==> src/rtl/bsg_axil_to_irq.sv <==
// bsg_axil_to_irq
//   AXI4-Lite subordinate that turns single-beat writes into level interrupts.
//   A write to irq_addr_p + 4*i sets pending bit i; irq_o mirrors the pending
//   register. A pending bit is cleared by irq_ack_i[i] or, optionally, by
//   reading the word back.
//
//   Configuration macro: BSG_AXIL_TO_IRQ_CLEAR_ON_READ_EN
//     defined   - an OKAY read of word i returns pending[i] and clears it
//     undefined - reads never modify state
//
// Ports
//   clk_i, reset_i        clock, synchronous active-high reset
//   s_axil_aw*            write address channel (awprot ignored)
//   s_axil_w*             write data channel (wdata ignored, wstrb==0 is a no-op)
//   s_axil_b*             write response, OKAY on hit, SLVERR on miss
//   s_axil_ar*            read address channel (arprot ignored)
//   s_axil_r*             read data: {31'b0, pending[idx]} on hit, 0/SLVERR on miss
//   irq_o                 level interrupts, equal to the pending register
//   irq_ack_i             per-line clear (pulse or level)

module bsg_axil_to_irq #(
  parameter int                             axil_data_width_p = 32,
  parameter int                             axil_addr_width_p = 32,
  parameter int                             irq_sources_p     = 2,
  parameter logic [axil_addr_width_p-1:0]   irq_addr_p        = '0
) (
  input  logic                              clk_i,
  input  logic                              reset_i,

  input  logic [axil_addr_width_p-1:0]      s_axil_awaddr_i,
  input  logic [2:0]                        s_axil_awprot_i,
  input  logic                              s_axil_awvalid_i,
  output logic                              s_axil_awready_o,

  input  logic [axil_data_width_p-1:0]      s_axil_wdata_i,
  input  logic [(axil_data_width_p/8)-1:0]  s_axil_wstrb_i,
  input  logic                              s_axil_wvalid_i,
  output logic                              s_axil_wready_o,

  output logic [1:0]                        s_axil_bresp_o,
  output logic                              s_axil_bvalid_o,
  input  logic                              s_axil_bready_i,

  input  logic [axil_addr_width_p-1:0]      s_axil_araddr_i,
  input  logic [2:0]                        s_axil_arprot_i,
  input  logic                              s_axil_arvalid_i,
  output logic                              s_axil_arready_o,

  output logic [axil_data_width_p-1:0]      s_axil_rdata_o,
  output logic [1:0]                        s_axil_rresp_o,
  output logic                              s_axil_rvalid_o,
  input  logic                              s_axil_rready_i,

  output logic [irq_sources_p-1:0]          irq_o,
  input  logic [irq_sources_p-1:0]          irq_ack_i
);

  localparam int AW = axil_addr_width_p;
  localparam int DW = axil_data_width_p;
  localparam int N  = irq_sources_p;
  localparam int SW = DW / 8;

  localparam logic [AW-1:0] windowBytes = AW'(4 * N);
  localparam logic [1:0]    respOkay    = 2'b00;
  localparam logic [1:0]    respSlverr  = 2'b10;

  // One-hot decode of an address into the IRQ window. The offset is taken
  // modulo 2^AW, so addresses below the base wrap to huge offsets and miss.
  // An all-zero result means miss (misaligned or out of range).
  function automatic logic [N-1:0] decodeHit(input logic [AW-1:0] addr);
    logic [AW-1:0] off;
    decodeHit = '0;
    off       = addr - irq_addr_p;
    if ((addr[1:0] == 2'b00) && (off < windowBytes)) begin
      for (int i = 0; i < N; i++) begin
        if ((off >> 2) == AW'(i)) decodeHit[i] = 1'b1;
      end
    end
  endfunction

  // Write-side holding slots and response
  logic          awFull_q, awFull_d;
  logic [AW-1:0] awAddr_q, awAddr_d;
  logic          wFull_q,  wFull_d;
  logic [SW-1:0] wStrb_q,  wStrb_d;
  logic          bvalid_q, bvalid_d;
  logic [1:0]    bresp_q,  bresp_d;

  // Read-side response registers
  logic          rvalid_q, rvalid_d;
  logic [DW-1:0] rdata_q,  rdata_d;
  logic [1:0]    rresp_q,  rresp_d;

  // Interrupt state
  logic [N-1:0]  pending_q, pending_d;

  logic          commit;
  logic          arAccept;
  logic [N-1:0]  writeHitVec;
  logic [N-1:0]  readHitVec;
  logic [N-1:0]  setVec;
  logic [N-1:0]  clearVec;

  assign s_axil_awready_o = ~awFull_q;
  assign s_axil_wready_o  = ~wFull_q;
  assign s_axil_bvalid_o  = bvalid_q;
  assign s_axil_bresp_o   = bresp_q;
  assign s_axil_arready_o = ~rvalid_q;
  assign s_axil_rvalid_o  = rvalid_q;
  assign s_axil_rdata_o   = rdata_q;
  assign s_axil_rresp_o   = rresp_q;
  assign irq_o            = pending_q;

  // A commit needs both halves of the write and a free B channel; holding
  // off while bvalid is up keeps at most one response outstanding.
  assign commit      = awFull_q & wFull_q & ~bvalid_q;
  assign writeHitVec = decodeHit(awAddr_q);
  assign setVec      = (commit && (wStrb_q != '0)) ? writeHitVec : '0;

  assign arAccept    = s_axil_arvalid_i & ~rvalid_q;
  assign readHitVec  = decodeHit(s_axil_araddr_i);

  // Write path: AW and W fill their slots independently; a commit empties
  // both and raises the B response, which then waits for bready.
  always_comb begin
    awFull_d = awFull_q;
    awAddr_d = awAddr_q;
    wFull_d  = wFull_q;
    wStrb_d  = wStrb_q;
    bvalid_d = bvalid_q;
    bresp_d  = bresp_q;

    if (bvalid_q && s_axil_bready_i) begin
      bvalid_d = 1'b0;
    end

    if (commit) begin
      awFull_d = 1'b0;
      wFull_d  = 1'b0;
      bvalid_d = 1'b1;
      bresp_d  = (|writeHitVec) ? respOkay : respSlverr;
    end

    if (s_axil_awvalid_i && !awFull_q) begin
      awFull_d = 1'b1;
      awAddr_d = s_axil_awaddr_i;
    end

    if (s_axil_wvalid_i && !wFull_q) begin
      wFull_d = 1'b1;
      wStrb_d = s_axil_wstrb_i;
    end
  end

  // Read path: an accepted AR produces the R beat on the next cycle; the
  // beat is held until rready and AR is blocked meanwhile.
  always_comb begin
    rvalid_d = rvalid_q;
    rdata_d  = rdata_q;
    rresp_d  = rresp_q;

    if (rvalid_q && s_axil_rready_i) begin
      rvalid_d = 1'b0;
    end

    if (arAccept) begin
      rvalid_d   = 1'b1;
      rdata_d    = '0;
      rdata_d[0] = |(pending_q & readHitVec);
      rresp_d    = (|readHitVec) ? respOkay : respSlverr;
    end
  end

  // Pending update: a commit set beats any clear in the same cycle, and
  // repeated sets simply coalesce into the single bit.
  always_comb begin
    clearVec = irq_ack_i;
`ifdef BSG_AXIL_TO_IRQ_CLEAR_ON_READ_EN
    if (arAccept) begin
      clearVec = clearVec | readHitVec;
    end
`endif
    pending_d = setVec | (pending_q & ~clearVec);
  end

  // State registers; reset drops any held request or in-flight response.
  always_ff @(posedge clk_i) begin
    if (reset_i) begin
      awFull_q  <= 1'b0;
      awAddr_q  <= '0;
      wFull_q   <= 1'b0;
      wStrb_q   <= '0;
      bvalid_q  <= 1'b0;
      bresp_q   <= 2'b00;
      rvalid_q  <= 1'b0;
      rdata_q   <= '0;
      rresp_q   <= 2'b00;
      pending_q <= '0;
    end else begin
      awFull_q  <= awFull_d;
      awAddr_q  <= awAddr_d;
      wFull_q   <= wFull_d;
      wStrb_q   <= wStrb_d;
      bvalid_q  <= bvalid_d;
      bresp_q   <= bresp_d;
      rvalid_q  <= rvalid_d;
      rdata_q   <= rdata_d;
      rresp_q   <= rresp_d;
      pending_q <= pending_d;
    end
  end

  // Inputs that carry no information for this block.
  logic unusedInputs;
  assign unusedInputs = ^{s_axil_awprot_i, s_axil_arprot_i, s_axil_wdata_i};

endmodule

==> config.mk <==
export PLATFORM = sky130hd
export DESIGN_NAME = bsg_axil_to_irq
export DESIGN_NICKNAME = d
export VERILOG_FILES = /design/src/rtl/bsg_axil_to_irq.sv
export SDC_FILE = /design/constraint.sdc
export NUM_CORES = 1
export LEC_CHECK = 0
export ABC_AREA = 1
export CAP_MARGIN = 20
export CORE_ASPECT_RATIO = 0.6
export CORE_MARGIN = 5
export CORE_UTILIZATION = 37
export DETAILED_ROUTE_END_ITERATION = 12
export PLACE_DENSITY = 0.95
export SYNTH_ARGS = -nofsm -noshare
export SYNTH_HDL_FRONTEND = slang
export SYNTH_SLANG_ARGS = --single-unit
export TNS_END_PERCENT = 20
==> constraint.sdc <==
create_clock -name clk_i -period 2.95 [get_ports clk_i]
set_clock_uncertainty 0.2 [all_clocks]
set_input_delay 0.4425 -clock clk_i [delete_from_list [all_inputs] [get_ports clk_i]]
set_output_delay 0.4425 -clock clk_i [all_outputs]
set_load 0.01 [all_outputs]
* Yosys cells after proc, flatten, opt, wreduce, memory -nomap -nowiden
Index checks and enable logic that the tools add are counted.
** Word-level totals
- Register bits after elaboration :: 47
- Bits of input ports :: 115
- Output and inout bits :: 43
- Logic and storage cells :: 62
** Cells by class
- Order comparisons :: 2
- Equality and inequality tests :: 2
- Mux-type cells :: 16
- Bitwise operators :: 11
- Reduce and logical (&&, ||, !) cells :: 21
** Operators with widths (count)
- $logic_not 32->1 :: 2
- $lt 32x4->1 const B :: 2
- $eq 30x1->1 const B :: 2
- $mux 1 :: 11
- $mux 2 :: 5
- $reduce_bool 2->1 :: 4
- $logic_and 1x1->1 :: 7
- $reduce_or 2->1 :: 3
- $and 2x2->2 :: 2
- $logic_not 2->1 :: 2
- $not 1->1 :: 4
- $reduce_bool 4->1 :: 1
- $and 1x1->1 :: 3
- $logic_not 1->1 :: 2
- $not 2->2 :: 1
- $or 2x2->2 :: 1

* Logic depth before layout (Yosys ltp)
Gate-level depths: netlist of run 1.
- Depth in word-level cells :: 5
- Gate-level depth with buffers :: 9
- Gate-level depth less buffers :: 9

* Worst setup path after synthesis of run 1
Ideal clock, no wire load.
- Path type :: input port to flip-flop
- From :: in s_axil_awvalid_i
- To :: reg awAddr_q[11]
- Setup time :: 0.119 ns
- Arrival time :: 1.007 ns
- Slack :: 1.624 ns
- Stages :: 6
- Buffers on the path :: 1
- Cells stage by stage :: inv_1 > nor2_2 > inv_2 > buf_2 > o21ai_0 > a21oi_1
** Between the ends
- Cells in the longest elaborated chain, start to end :: 1
** RTL lines
- from (decl) :: RTL line 32 : input logic s_axil_awvalid_i,
- $logic_and 1x1->1 :: RTL line 144 : if (s_axil_awvalid_i && !awFull_q) begin
- to (signal assigned) :: RTL line 201 : awAddr_q <= awAddr_d;
- to (decl) :: RTL line 83 : logic [AW-1:0] awAddr_q, awAddr_d;
No other way between the ends.
A chain may end at the register's enable or synchronous reset.

* Worst setup path after layout of run 1
- From :: in s_axil_awvalid_i
- To :: reg awAddr_q[3]
The elaborated chain is that of the path after synthesis.

==> results of run 1 <==
## cells in the final DEF (no fill, tap or decap), drive strengths merged, types with 2 or more instances in the layout
master,instances
o21ai,39
dfxtp,45
nor2,93
nand3,10
nand2,25
clkdlybuf4s50,86
a21oi,20
conb,33
inv,30
nor3,2
clkbuf,6
## report_power, final
part | total (mW) | internal [mW] | leakage [nW] | switching [mW]
clock network | 0.388 | 0.185 | 0.0433 | 0.203
registers | 0.676 | 0.655 | 0.373 | 0.0212
logic | 0.288 | 0.149 | 0.873 | 0.139
## through the flow
stage / power (mW) / instances
detailed placement: 0.978 / 467
CTS: 1.37 / 474
finish: 1.35 / 474
global route: 1.44 / 474
global placement: 0.968 / 467
floorplan: 0.863 / 343
## routing by layer
layer | up-vias | share of wire | routed length [um]
li1 | 1066 | - | -
met1 | 860 | 0.45 | 2480
met2 | 65 | 0.45 | 2460
met3 | 12 | 0.081 | 442
met4 | 0 | 0.015 | 83
met5 | - | 0 | 0
## path summary, 6_finish.rpt
path	startpoint	endpoint	slack, ps
setup reg to reg	awFull_q$_SDFFE_PP0P_	awAddr_q[3]$_SDFFE_PP0P_	1220
hold / removal	wStrb_q[0]$_SDFFE_PP0P_	wStrb_q[0]$_SDFFE_PP0P_	260
hold reg to reg	wStrb_q[0]$_SDFFE_PP0P_	wStrb_q[0]$_SDFFE_PP0P_	260
setup / recovery	s_axil_awvalid_i	awAddr_q[3]$_SDFFE_PP0P_	960
## state kept, by name, indices dropped and copies added, names as in the netlist
register / cells
awFull_q: 1
awAddr_q: 32
s_axil_bresp_o: 1
s_axil_rvalid_o: 1
wFull_q: 1
wStrb_q: 4
s_axil_rresp_o: 1
s_axil_rdata_o: 1
s_axil_bvalid_o: 1
irq_o: 2
## worst min-delay path, stage by stage, from the launching register on
cell and delay [ps]:
dfxtp_1 310, inv_1 60, a21oi_1 50
## logic make-up after synthesis
group                  after synthesis
DFF                                 45
and+or+nand+nor                    132
buffers and inverters               73
AOI/OAI and AO/OA                   60
other                                1
## final cells by class
type	instances	area, sq um	area share
Multi-Input combinational cell	225	970	0.319
Clock buffer	6	82.6	0.0271
Sequential cell	45	901	0.296
Clock inverter	1	7.51	0.00247
Inverter	30	113	0.0370
Tap cell	80	100	0.0329
Timing Repair Buffer	87	868	0.285
==> flow_metrics.env, run 1 <==
export IMPL_status="complete, no violations"
export IMPL_io_pins=158
export IMPL_ff2ff_path_depth=5
export IMPL_slew_headroom=0.583
export IMPL_antenna_found_initial=0
export IMPL_gp_congestion=0.763
export IMPL_ys_warn_count=0
export IMPL_hpwl_mm=4.30
export IMPL_grt_total_usage=0.145
export IMPL_setup_viol_count_final=0
export IMPL_synth_edf_count=0
export IMPL_initial_core_util=0.384
export IMPL_gr_total_overflow=0
export IMPL_grt_busiest_layer="met2"
export IMPL_drtIter0Drc=52
export IMPL_period_needed_ps=1990
export IMPL_synth_main_ff_cell="dfxtp_1"
export IMPL_yosysMostFrequentCell="nor2_1"
export IMPL_grt_pass1_wl_mm=8.78
export IMPL_avgViaCountPerCell=4.23
export IMPL_tightest_slew_ps=624
export IMPL_post_drt_wl_per_cell_um=11.5
export IMPL_critPathMaxFanout=42
export IMPL_drc=0
export IMPL_port_buffers=86
export IMPL_cp_num_buf_inv=4
export IMPL_cp_slowest_cell="inv_2"
export IMPL_rsz0062_at_grt="false"
export IMPL_fin_nets=509
export IMPL_grtUsageMet1=0.184
export IMPL_fill_cells=553
export IMPL_hold_depth=2
export IMPL_grt_pass1_vias=1944
export IMPL_synthArstFlopShare=0
export IMPL_grt_max_degree=43
export IMPL_cts_root_buf="clkbuf_8"
export IMPL_post_cts_buffers=0
export IMPL_final_layout_size_suffix_gt1_frac=0.0584
export IMPL_maxSlewViolCount=0
export IMPL_max_freq_ghz=0.503
export IMPL_htreeDepth=2
export IMPL_synth_compound_area_frac=0.140
export IMPL_final_area_sq_mm=0.00304
export IMPL_cp_num_cells=7
export IMPL_dieArea_sq_mm=0.00751
export IMPL_cts_buffers=5
export IMPL_synthCells=311
export IMPL_worstSetupStartpointType="input pin"
export IMPL_syn_avg_cell_area_sq_um=6.94
export IMPL_critPathMaxStageDelay_ps=480
export IMPL_syn_area_sq_mm=0.00216
export IMPL_cts_clk_slew_worst_paths_ps=80
export IMPL_syn2layout_area_growth_pct=40.9
export IMPL_crit_chain="clkdlybuf4s50_1 > inv_1 > nor2_2 > buf_4 > inv_2 > o21ai_0 > a21oi_1"
export IMPL_post_synth_mux_area_share=0
export IMPL_die_h_um=69.2
export IMPL_seq_area_frac_synth=0.417
export IMPL_hold_viol=0
export IMPL_cts_resized=0
export IMPL_yosys_cell_types_count=21
export IMPL_clkSinkCount=45
export IMPL_cts_buffer_depth=2
export IMPL_tns_ps=0
export IMPL_antenna_cells=0
export IMPL_p_leak_nw=1.29
export IMPL_synth_commonest_cells="nor2_1 (86), dfxtp_1 (45), o21ai_0 (36), buf_4 (33)"
export IMPL_place_ws_ps=678
export IMPL_period_share=0.674
export IMPL_synth_top_family_by_area="simple AND/OR/NAND/NOR gates"
export IMPL_place_area_sq_mm=0.00295
export IMPL_synthTopCellsByArea="dfxtp_1 (42%), nor2_1 (15%), buf_4 (11%), o21ai_0 (8.3%), a21oi_1 (4.6%)"
export IMPL_rows=21
export IMPL_hold_buffers=0
export IMPL_maxCapViolations=0
export IMPL_critPathTopFamily="buffers and inverters"
export IMPL_core_sq_mm=0.00562
export IMPL_critPathCaptureType="register"
export IMPL_synth_fa_ha_area_frac=0
export IMPL_cp_data_arrival_time_ps=2010
export IMPL_ir_drop_mv=0.208
export IMPL_grtUsageMet3=0.0522
export IMPL_synth_seq_cells=45
export IMPL_finalWorstSetupSlack_ps=962
export IMPL_insertion_delay_ps=290
export IMPL_die_width_um=109
export IMPL_synth_top_cell_area_share=0.417
export IMPL_grt_util_met2=0.235
export IMPL_yosysTopAreaCell="dfxtp_1"
export IMPL_dr_pass1_iters=4
export IMPL_power_density_mw_per_mm2=445
export IMPL_worstSetupPathType="in2reg"
export IMPL_synth_xor_area_frac=0
export IMPL_wl_mm=5.47
export IMPL_utilization=0.541
export IMPL_ant_nets=0
export IMPL_fin_hold_ws_ps=260
export IMPL_required_ps=2970
export IMPL_cts_tree="yes"
export IMPL_synth_simple_area_share=0.252
export IMPL_hold_path_class="reg2reg"
export IMPL_vias=2003
Note: power is estimated with default switching activity, not from simulation.
==> inputs of run 2 (changes only) <==
--- a/config.mk
+++ b/config.mk
@@ -9,9 +9,9 @@
 export CAP_MARGIN = 20
 export CORE_ASPECT_RATIO = 0.6
 export CORE_MARGIN = 5
-export CORE_UTILIZATION = 37
+export CORE_UTILIZATION = 31
 export DETAILED_ROUTE_END_ITERATION = 12
-export PLACE_DENSITY = 0.95
+export PLACE_DENSITY = 0.88
 export SYNTH_ARGS = -nofsm -noshare
 export SYNTH_HDL_FRONTEND = slang
 export SYNTH_SLANG_ARGS = --single-unit
==> constraint.sdc (replaced) <==
create_clock -name clk_i -period 1.8 [get_ports clk_i]
set_clock_uncertainty 0.2 [all_clocks]
set_input_delay 0.27 -clock clk_i [delete_from_list [all_inputs] [get_ports clk_i]]
set_output_delay 0.27 -clock clk_i [all_outputs]
set_load 0.01 [all_outputs]
==> flow_metrics.env, run 2 (synthesis results as in run 1) <==
export IMPL_status="complete, no violations"
export IMPL_drtIter0Drc=61
export IMPL_critPathTopFamily="buffers and inverters"
export IMPL_io_pins=158
export IMPL_max_freq_ghz=0.590
export IMPL_power_density_mw_per_mm2=837
export IMPL_dp_cells=477
export IMPL_die_h_um=74.6
export IMPL_final_layout_size_suffix_gt1_frac=0.0678
export IMPL_slew_headroom=0.610
export IMPL_gp_congestion=0.756
export IMPL_crit_chain="inv_2 > clkdlybuf4s50_1"
export IMPL_post_drt_wl_per_cell_um=11.5
export IMPL_tns_ps=0
export IMPL_gr_total_overflow=0
export IMPL_p_sw_mw=0.637
export IMPL_dieArea_sq_mm=0.00879
export IMPL_largest_reg_flops=32
export IMPL_antenna_found_initial=0
export IMPL_p_seq_frac=0.418
export IMPL_worstSetupStartpointType="register"
export IMPL_wl_mm=5.59
export IMPL_hpwl_mm=4.48
export IMPL_rows=23
export IMPL_grt_busiest_layer="met2"
export IMPL_cts_buffer_depth=2
export IMPL_dr_pass1_iters=4
export IMPL_fin_hold_ws_ps=253
export IMPL_period_needed_ps=1690
export IMPL_regMostFlops="awAddr_q"
export IMPL_maxCapViolations=0
export IMPL_cp_slowest_cell="clkdlybuf4s50_1"
export IMPL_core_sq_mm=0.00673
export IMPL_cts_resized=0
export IMPL_cts_clk_slew_worst_paths_ps=60
export IMPL_rsz0062_at_grt="false"
export IMPL_grt_pass1_vias=1914
export IMPL_grt_max_degree=41
export IMPL_hold_path_class="reg2reg"
export IMPL_clkSinkCount=45
export IMPL_grt_util_met2=0.199
export IMPL_power_share_clock=0.400
export IMPL_final_area_sq_mm=0.00317
export IMPL_maxSlewViolCount=0
export IMPL_cp_data_arrival_time_ps=1220
export IMPL_finalWorstSetupSlack_ps=105
export IMPL_combPwrFrac=0.183
export IMPL_fin_cells=485
export IMPL_initial_core_util=0.321
export IMPL_avgViaCountPerCell=4.21
export IMPL_grtUsageMet3=0.0360
export IMPL_period_share=0.942
export IMPL_port_buffers=86
export IMPL_vias=2043
export IMPL_drc=0
export IMPL_place_area_sq_mm=0.00300
export IMPL_grt_pass1_wl_mm=8.65
export IMPL_tightest_slew_ps=584
export IMPL_critPathCaptureType="primary output"
export IMPL_die_width_um=118
export IMPL_cts_root_buf="clkbuf_16"
export IMPL_antenna_cells=0
export IMPL_cts_tree="yes"
export IMPL_insertion_delay_ps=280
export IMPL_post_cts_buffers=0
export IMPL_worstSetupPathType="reg2out"
export IMPL_total_power_mw=2.66
export IMPL_ir_drop_mv=0.458
export IMPL_grtUsageMet1=0.157
export IMPL_hold_buffers=0
export IMPL_required_ps=1330
export IMPL_setup_viol_count_final=0
export IMPL_hold_viol=0
export IMPL_sw_frac_of_total=0.240
export IMPL_critPathMaxFanout=3
export IMPL_grt_total_usage=0.120
export IMPL_htreeDepth=2
export IMPL_syn2layout_area_growth_pct=47.0
export IMPL_fin_nets=512
export IMPL_cp_num_buf_inv=2
export IMPL_utilization=0.471
export IMPL_critPathMaxStageDelay_ps=540
export IMPL_final_cell_mix="nor2_1 (86), clkdlybuf4s50_1 (86), dfxtp_1 (45)"
export IMPL_cts_buffers=5
export IMPL_intPower_mw=2.02
export IMPL_place_ws_ps=-75.8
export IMPL_p_leak_nw=1.35
export IMPL_ant_nets=0
[run 2: power groups by stage]
stage	clock network [mW]	registers, mW	logic (mW)
4_1_cts	1.09	1.11	0.487
2_1_floorplan	0	1.13	0.287
6_report	1.06	1.11	0.485
5_1_grt	1.14	1.12	0.542
3_3_place_gp	0	1.13	0.472
3_5_place_dp	0	1.13	0.484
[run 2: path summary, 6_finish.rpt]
path / start / end / slack [ps] / cells after the start
max: awFull_q$_SDFFE_PP0P_ / s_axil_awready_o / 110 / 2
min: awAddr_q[25]$_SDFFE_PP0P_ / awAddr_q[25]$_SDFFE_PP0P_ / 250 / 2
max reg2reg: awFull_q$_SDFFE_PP0P_ / awAddr_q[2]$_SDFFE_PP0P_ / 300 / 4
min reg2reg: awAddr_q[25]$_SDFFE_PP0P_ / awAddr_q[25]$_SDFFE_PP0P_ / 250 / 2
[run 2: layer usage]
metal / wire length (um) / vias to the layer above
li1: - / 1077
met1: 2600 / 909
met2: 2620 / 55
met3: 321 / 2
met4: 40 / 0
met5: 0 / -
[run 2: layout make-up]
cell class	instances	area (sq um)
repair buffers	90	903
clock buffers	6	139
clock inverters	2	37.5
multi-input cells	225	970
fillers	667	3560
flip-flops and latches	45	901
well taps	87	109
inverters	30	113
[run 2: tightest hold or removal path, stage by stage, from the launching register on]
cell	delay, ps
dfxtp_1	300
inv_1	60
a21oi_1	60
==> inputs of run 3 (changes only) <==
--- a/config.mk
+++ b/config.mk
@@ -11,6 +11,7 @@
 export CORE_MARGIN = 5
 export CORE_UTILIZATION = 31
 export DETAILED_ROUTE_END_ITERATION = 12
+export HOLD_SLACK_MARGIN = 0.1
 export PLACE_DENSITY = 0.88
 export SYNTH_ARGS = -nofsm -noshare
 export SYNTH_HDL_FRONTEND = slang
==> results of run 3 <==
Final layout, timing and power as in run 2 (identical DEF).
